==> config.mk <==
export PLATFORM = sky130hd
export DESIGN_NAME = intr_ctrl8_flat
export DESIGN_NICKNAME = d
export VERILOG_FILES = /design/src/rtl/intr_pkg.sv /design/src/rtl/intr_ctrl8_if.sv /design/src/rtl/prio_sel8.sv /design/src/rtl/intr_ctrl8.sv /design/src/flat_wrapper.sv
export SDC_FILE = /design/constraint.sdc
export NUM_CORES = 1
export LEC_CHECK = 0
export ABC_AREA = 1
export CAP_MARGIN = 20
export CORE_ASPECT_RATIO = 1.4
export CORE_MARGIN = 1.5
export CORE_UTILIZATION = 47
export DETAILED_ROUTE_END_ITERATION = 8
export PLACE_DENSITY = 0.78
export SLEW_MARGIN = 15
export SYNTH_ARGS = -nofsm -noshare
export SYNTH_HDL_FRONTEND = slang
export SYNTH_SLANG_ARGS = --single-unit
==> constraint.sdc <==
create_clock -name clk -period 1.4 [get_ports clk]
set_input_delay 0.28 -clock clk [delete_from_list [all_inputs] [get_ports clk]]
set_output_delay 0.28 -clock clk [all_outputs]
set_load 0.005 [all_outputs]
==> src/rtl/intr_pkg.sv <==
// intr_pkg: shared state encodings and source count for the interrupt controller.
package intr_pkg;
  localparam int NSRC = 8;
  typedef enum logic [1:0] {
    IDLE    = 2'd0,
    REQ     = 2'd1,
    SERVICE = 2'd2
  } state_e;
endpackage

==> src/rtl/intr_ctrl8_if.sv <==
// intr_ctrl8_if: CPU-facing signal bundle; master is the CPU side, slave is the controller.
interface intr_ctrl8_if;
  import intr_pkg::*;
  logic [NSRC-1:0] irq_in;
  logic            mask_we;
  logic [NSRC-1:0] mask_in;
  logic            irq_ack;
  logic            eoi;
  logic            irq_req;
  logic [2:0]      irq_vec;
  logic [NSRC-1:0] pending;
  logic            busy;
  modport master (output irq_in, mask_we, mask_in, irq_ack, eoi,
                  input irq_req, irq_vec, pending, busy);
  modport slave (input irq_in, mask_we, mask_in, irq_ack, eoi,
                 output irq_req, irq_vec, pending, busy);
endinterface

==> src/rtl/prio_sel8.sv <==
// prio_sel8: combinational highest-set-bit selector (bit 7 wins).
module prio_sel8 (
  input  logic [7:0] req_i,
  output logic [2:0] idx_o,
  output logic       valid_o
);
  always_comb begin
    idx_o = 3'd0;
    for (int i = 0; i < 8; i++) if (req_i[i]) idx_o = 3'(i);
  end
  assign valid_o = |req_i;
endmodule

==> src/rtl/intr_ctrl8.sv <==
// intr_ctrl8: 8-source priority interrupt controller with mask, ack/eoi handshake and no nesting.
module intr_ctrl8
  import intr_pkg::*;
#(
  parameter bit EDGE = 1'b1
) (
  input logic         clk,
  input logic         rst_n,
  intr_ctrl8_if.slave bus
);
  state_e          state_q;
  logic [NSRC-1:0] pending_q, pending_d, mask_q, hist_q, set_ev, clr, elig;
  logic [2:0]      vec_q, win;
  logic            win_v, req_q, busy_q;
  localparam logic [NSRC-1:0] ONE = NSRC'(1);
  assign set_ev    = EDGE ? bus.irq_in & ~hist_q : bus.irq_in;
  assign clr       = (state_q == REQ && bus.irq_ack) ? ONE << vec_q : '0;
  // set is applied after clear so a same-cycle new event keeps the bit pending
  assign pending_d = (pending_q & ~clr) | set_ev;
  assign elig      = pending_q & ~mask_q;
  prio_sel8 u_sel (.req_i(elig), .idx_o(win), .valid_o(win_v));
  always_ff @(posedge clk or negedge rst_n) begin
    if (!rst_n) begin
      state_q   <= IDLE;
      pending_q <= '0;
      mask_q    <= '0;
      hist_q    <= '0;
      vec_q     <= '0;
      req_q     <= 1'b0;
      busy_q    <= 1'b0;
    end else begin
      hist_q    <= bus.irq_in;
      pending_q <= pending_d;
      if (bus.mask_we) mask_q <= bus.mask_in;
      case (state_q)
        IDLE: if (win_v) begin
          state_q <= REQ;
          vec_q   <= win;
          req_q   <= 1'b1;
          busy_q  <= 1'b1;
        end
        REQ: if (bus.irq_ack) begin
          state_q <= SERVICE;
          req_q   <= 1'b0;
        end
        SERVICE: if (bus.eoi) begin
          state_q <= IDLE;
          busy_q  <= 1'b0;
        end
        default: begin
          state_q <= IDLE;
          req_q   <= 1'b0;
          busy_q  <= 1'b0;
        end
      endcase
    end
  end
  assign bus.irq_req = req_q;
  assign bus.irq_vec = vec_q;
  assign bus.pending = pending_q;
  assign bus.busy    = busy_q;
endmodule
==> src/flat_wrapper.sv <==
// flat-port wrapper written by rule: the top's interface ports become plain ports
module intr_ctrl8_flat import intr_pkg::*;
#(
  parameter bit EDGE = 1'b1
)
  (clk, rst_n, bus_irq_in, bus_mask_we, bus_mask_in, bus_irq_ack, bus_eoi, bus_irq_req, bus_irq_vec, bus_pending, bus_busy);
  intr_ctrl8_if bus_i ();
  input logic clk;
  input logic rst_n;
  input wire logic [$bits(bus_i.irq_in)-1:0] bus_irq_in;
  input wire logic [$bits(bus_i.mask_we)-1:0] bus_mask_we;
  input wire logic [$bits(bus_i.mask_in)-1:0] bus_mask_in;
  input wire logic [$bits(bus_i.irq_ack)-1:0] bus_irq_ack;
  input wire logic [$bits(bus_i.eoi)-1:0] bus_eoi;
  output wire logic [$bits(bus_i.irq_req)-1:0] bus_irq_req;
  output wire logic [$bits(bus_i.irq_vec)-1:0] bus_irq_vec;
  output wire logic [$bits(bus_i.pending)-1:0] bus_pending;
  output wire logic [$bits(bus_i.busy)-1:0] bus_busy;
  assign bus_i.irq_in = bus_irq_in;
  assign bus_i.mask_we = bus_mask_we;
  assign bus_i.mask_in = bus_mask_in;
  assign bus_i.irq_ack = bus_irq_ack;
  assign bus_i.eoi = bus_eoi;
  assign bus_irq_req = bus_i.irq_req;
  assign bus_irq_vec = bus_i.irq_vec;
  assign bus_pending = bus_i.pending;
  assign bus_busy = bus_i.busy;
  intr_ctrl8 #(.EDGE(EDGE)) u_core (.clk(clk), .rst_n(rst_n), .bus(bus_i));
endmodule
* Yosys cells after proc, flatten, opt, wreduce, memory -nomap -nowiden
Cells that the tools add are included.
** Storage, ports and cells
- Flip-flop bits (word level) :: 31
- Input bits :: 21
- Word-level logic and storage cells :: 46
** Cells by class
- Equal/unequal tests :: 5
- Shift-type cells :: 1
- Mux-type cells :: 17
- Bitwise logic cells :: 9
- Reductions and logical operators :: 7
** Operator list (number)
- 8-bit AND :: 3
- 8-bit NOT :: 3
- 3-bit 2-to-1 mux :: 6
- 3-bit AND reduction :: 3
- 8-bit 2-to-1 mux :: 1
- 8-bit bitwise OR :: 1
- 8-bit OR reduction :: 1
- 1-bit by 3-bit << shifter with 8-bit output, first input constant :: 1
- 2-bit 2-to-1 mux :: 3
- 2-bit != test, second input constant :: 3
- 1-bit one-hot mux with 3 select lines :: 2
- 2-bit one-hot mux with 3 select lines :: 1
- 1-bit 2-to-1 mux :: 4
- 2-bit by 1-bit == test with 1-bit output, second input constant :: 1
- 2-bit == test, second input constant :: 1
- 2-bit zero test :: 1
- 1-bit NOT :: 2
- 2-bit AND reduction :: 1
- 1-bit logical AND :: 1

* Depth between registers and ports, before layout
- Word-level depth :: 9
- Mapped depth :: 10
- Mapped depth without buffers :: 10

* Hierarchy
From an unflattened synthesis, not the netlist that was laid out.
** Unflattened totals
- Cell total of the unflattened synthesis :: 156
- Area, all modules :: 1350.0 um2
** By module, submodules not included
- intr_ctrl8 :: instances 1, cells each 136, area an instance 1272.5 um2
- prio_sel8 :: instances 1, cells each 20, area an instance 77.6 um2

* Worst setup path before layout
No wires, ideal clock.
- Path type :: reg-to-reg
- Start point :: reg u_core.pending_q[4] (netlist: u_core.bus.pending[4])
- End point :: reg u_core.vec_q[1] (netlist: u_core.bus.irq_vec[1])
- Setup time :: 0.127 ns
- Data arrival time :: 0.928 ns
- Required time :: 1.273 ns
- Setup slack :: 0.345 ns
- Cell stages (with the launch flop) :: 7
- Clock period less this slack :: 1.055 ns
- Cells stage by stage :: dfrtp_1 > nand2_2 > nand2_2 > nor2_4 > nand3_4 > nand2_4 > o21ai_0
** On the way
- Longest elaborated chain between the ends :: 5
- Elaborated cells on any way between the ends :: 7
- Classes of those cells :: 4 x mux; 1 x bitwise; 2 x reduce/logical
** Ends and longest elaborated chain
- start: declaration :: line intr_ctrl8.sv:12 : logic [NSRC-1:0] pending_q, pending_d, mask_q, hist_q, set_ev, clr, elig;
- start signal: assignment :: line intr_ctrl8.sv:33 : pending_q <= pending_d;
- 8-bit AND (*) :: line intr_ctrl8.sv:20 : assign elig = pending_q & ~mask_q;
- 3-bit 2-to-1 mux (4 in a row) :: line prio_sel8.sv:9 : for (int i = 0; i < 8; i++) if (req_i[i]) idx_o = 3'(i);
- end signal: assignment :: line intr_ctrl8.sv:38 : vec_q <= win;
- end: declaration :: line intr_ctrl8.sv:13 : logic [2:0] vec_q, win;
Every way passes the cells marked *; elsewhere a longest branch is shown, timed or not.
A chain may end at the register's enable or synchronous reset.

* Final worst setup path
- Start point :: reg u_core.pending_q[6] (netlist: u_core.bus.pending[6])
- End point :: out bus_pending[6]
** RTL lines
- end: declaration :: line flat_wrapper.sv:17 : output wire logic [$bits(bus_i.pending)-1:0] bus_pending;
No word-level cell between the ends.

==> run summary <==
Clk_lat worst skew: 0.34 ns
Leakage: 0.874 nW
RSZ-0062 raised after global routing: false
Chip height: 65.0 um
Max Fclk: 772 MHz
Post-DP Area: 1690 um2
Top delay family on crit path: flip-flops
Fin nets: 209
Via Count: 1078
CTS tree: built
GRT Total Usage: 22.2%
Skew final: 0.00976 ns
Cells along the critical path: dlygate4sd2_1
Yosys reg bits: 31
Tcrit/Tclk final: 92.5%
Syn avg cell area: 9.49 um2
Maxcap violations: 0
Global route total overflow: 0
HP Class: in2async
Vias in the first global route: 1156
Via density: 4.79
CP max stage delay: 0.41 ns
Final Critical Period: 1.30 ns
CTS Buf Count: 5
Fin worst setup slack: 0.104 ns
Synthesized cell area: 1290 um2
Hold-fix buffers, CTS: 0
Reg-to-Reg End: u_core.bus.irq_vec[2]$_DFFE_PN0P_
Die W: 47.3 um
Post-synthesis cell count: 136
Pre-CTS WS: 0.0174 ns
CP arrival: 1.02 ns
First-pass GRT wire length: 4.76 mm
Antenna-violating nets left: 0
Buffers on Ports: 33
Wirelength per Cell: 12.3 um
Post-synthesis sequential area ratio: 60.1%
Initial antenna violation count: 0
Leading area contributor after synthesis: dfrtp_1
TritonCTS Sinks: 31
CP endpoint kind: primary output
Peak VDD IR: 1.30 mV
Worst r2r path cells: 8
Cell Pwr Density: 1770 nW/um2
Status: complete, no violations
Slowest CP cell: dfrtp_1
Finished Core Util: 71.1%
Drt pass-1 iters: 4
RD Place Congestion: 0.852
Syn nets: 157
Share of the synthesized area in the top cell type: 60.1%
Layout cells sized above 1: 20.6%
Kind of critical path: reg2out
CP Launch Type: flop
Yosys warnings: 0
Post-route cell area: 1860 um2
Worst rel slew slack: 81.9%
Detailed Route Iter0 Violations: 26
Worst R2R Setup Slack: 0.11 ns
Worst Path Buf+Inv: 1
Reg2reg start: u_core.bus.pending[6]$_DFF_PN0_
Layout Cells excl Fill: 225
Post-layout power: 3.30 mW
DP HPWL: 1.99 mm
Worst-path clk slew: 0.10 ns
DRC Markers: 0
Largest net degree at the start of global routing: 32
Slew Limit Fails: 0
Ranking of synthesized cells by area: dfrtp_1, nand2_1, o21ai_1
Die ar.: 3070 um2
Critical Path Stages: 1
Starting Density: 49.3%
CTS root buffer: clkbuf_4
CP required: 1.12 ns
Fin Setup TNS: 0 ns
Row Count: 22
Core area: 2620 um2
Final setup viols: 0
Worst-path maximum fanout: 2
I/O Pins: 34
Worst-margin pin slew: 0.272 ns
Netlist cell types: 19
CTS max path bufs: 2
Ant. Diodes: 0
H-Tree Depth: 2
Worst hold slack: 0.290 ns
Area growth from synthesis to layout: 44.2%
Placed cell count: 206
Final wirelength: 2.76 mm
Final hold violations: 0
==> logic make-up after synthesis <==
family / count (synthesis) / synth area share (%)
AOI/OAI and AO/OA: 29 / 11.8
and+or+nand+nor: 52 / 20.5
muxes: 1 / 0.873
DFF: 31 / 60.1
buffers and inverters: 23 / 6.69
==> worst max-delay path by stage <==
stage	startpoint	end	slack [ns]
final	u_core.bus.pending[6]$_DFF_PN0_	bus_pending[6]	0.10
after global routing	u_core.bus.pending[7]$_DFF_PN0_	u_core.bus.irq_vec[2]$_DFFE_PN0P_	0.009
after CTS	u_core.bus.pending[4]$_DFF_PN0_	bus_pending[4]	0.10
after detailed placement	bus_irq_ack	u_core.bus.pending[4]$_DFF_PN0_	0.02
after global placement	bus_irq_ack	u_core.bus.pending[6]$_DFF_PN0_	0.05
after floorplan	u_core.bus.pending[4]$_DFF_PN0_	u_core.bus.irq_vec[1]$_DFFE_PN0P_	0.34
==> routing by layer <==
layer,vias up,wire [um],GRT usage [%]
met5,-,0,0
met4,0,89,13.2
met3,9,161,5.01
met2,38,1390,36.3
met1,500,1110,24.8
li1,531,-,-
==> report_power, final <==
part	total (mW)	internal, mW	leakage [nW]	switching, mW
clock	0.879	0.555	0.0514	0.324
sequential	1.22	1.10	0.346	0.115
combinational	1.21	0.564	0.477	0.642
==> flip-flops by register name, summed over array words and instances, names as in the netlist <==
name	count
u_core.bus.irq_vec	3
u_core.bus.pending	8
u_core.bus.irq_req	1
u_core.hist_q	8
u_core.mask_q	8
u_core.bus.busy	1
u_core.state_q	2
==> Yosys cell counts <==
master    number
or2_1          1
inv_1         19
nor2_2         2
dfrtp_1       31
o21ai_2        1
o21ai_0        9
nand2_4        1
a21boi_0       1
nand3_4        1
o21ai_1       17
a31oi_1        1
mux2_2         1
nand2_1       35
nor2_4         3
nand2_2        6
nor2_1         1
nand3_1        2
inv_2          3
clkbuf_1       1
==> cell type report <==
cell class,count,area (um2)
clock buffers,5,37.5
repair buffers,46,424
inverters,22,82.6
well taps,36,45.0
clock inverters,3,67.6
flip-flops and latches,31,776
multi-input cells,82,428
fillers,200,754
==> what timing repair did <==
action | 4_1_cts | 5_1_grt
buffers inserted | 11 | 0
resized for setup | 13 | 0
setup endpoints to repair | 13 | 0
==> layout by cell type (no fill, tap or decap) <==
master	n
a21boi_0	1
a31oi_1	1
buf_12	1
buf_4	12
bufinv_16	2
clkbuf_4	5
clkdlybuf4s50_1	20
clkinvlp_4	1
dfrtp_1	31
dlygate4sd2_1	13
inv_1	19
inv_2	3
mux2_2	1
nand2_1	35
nand2_2	6
nand2_4	1
nand3_1	2
nand3_4	1
nor2_1	1
nor2_2	2
nor2_4	3
o21ai_0	9
o21ai_1	17
o21ai_2	1
or2_1	1
(Power assumes the default switching activity.)
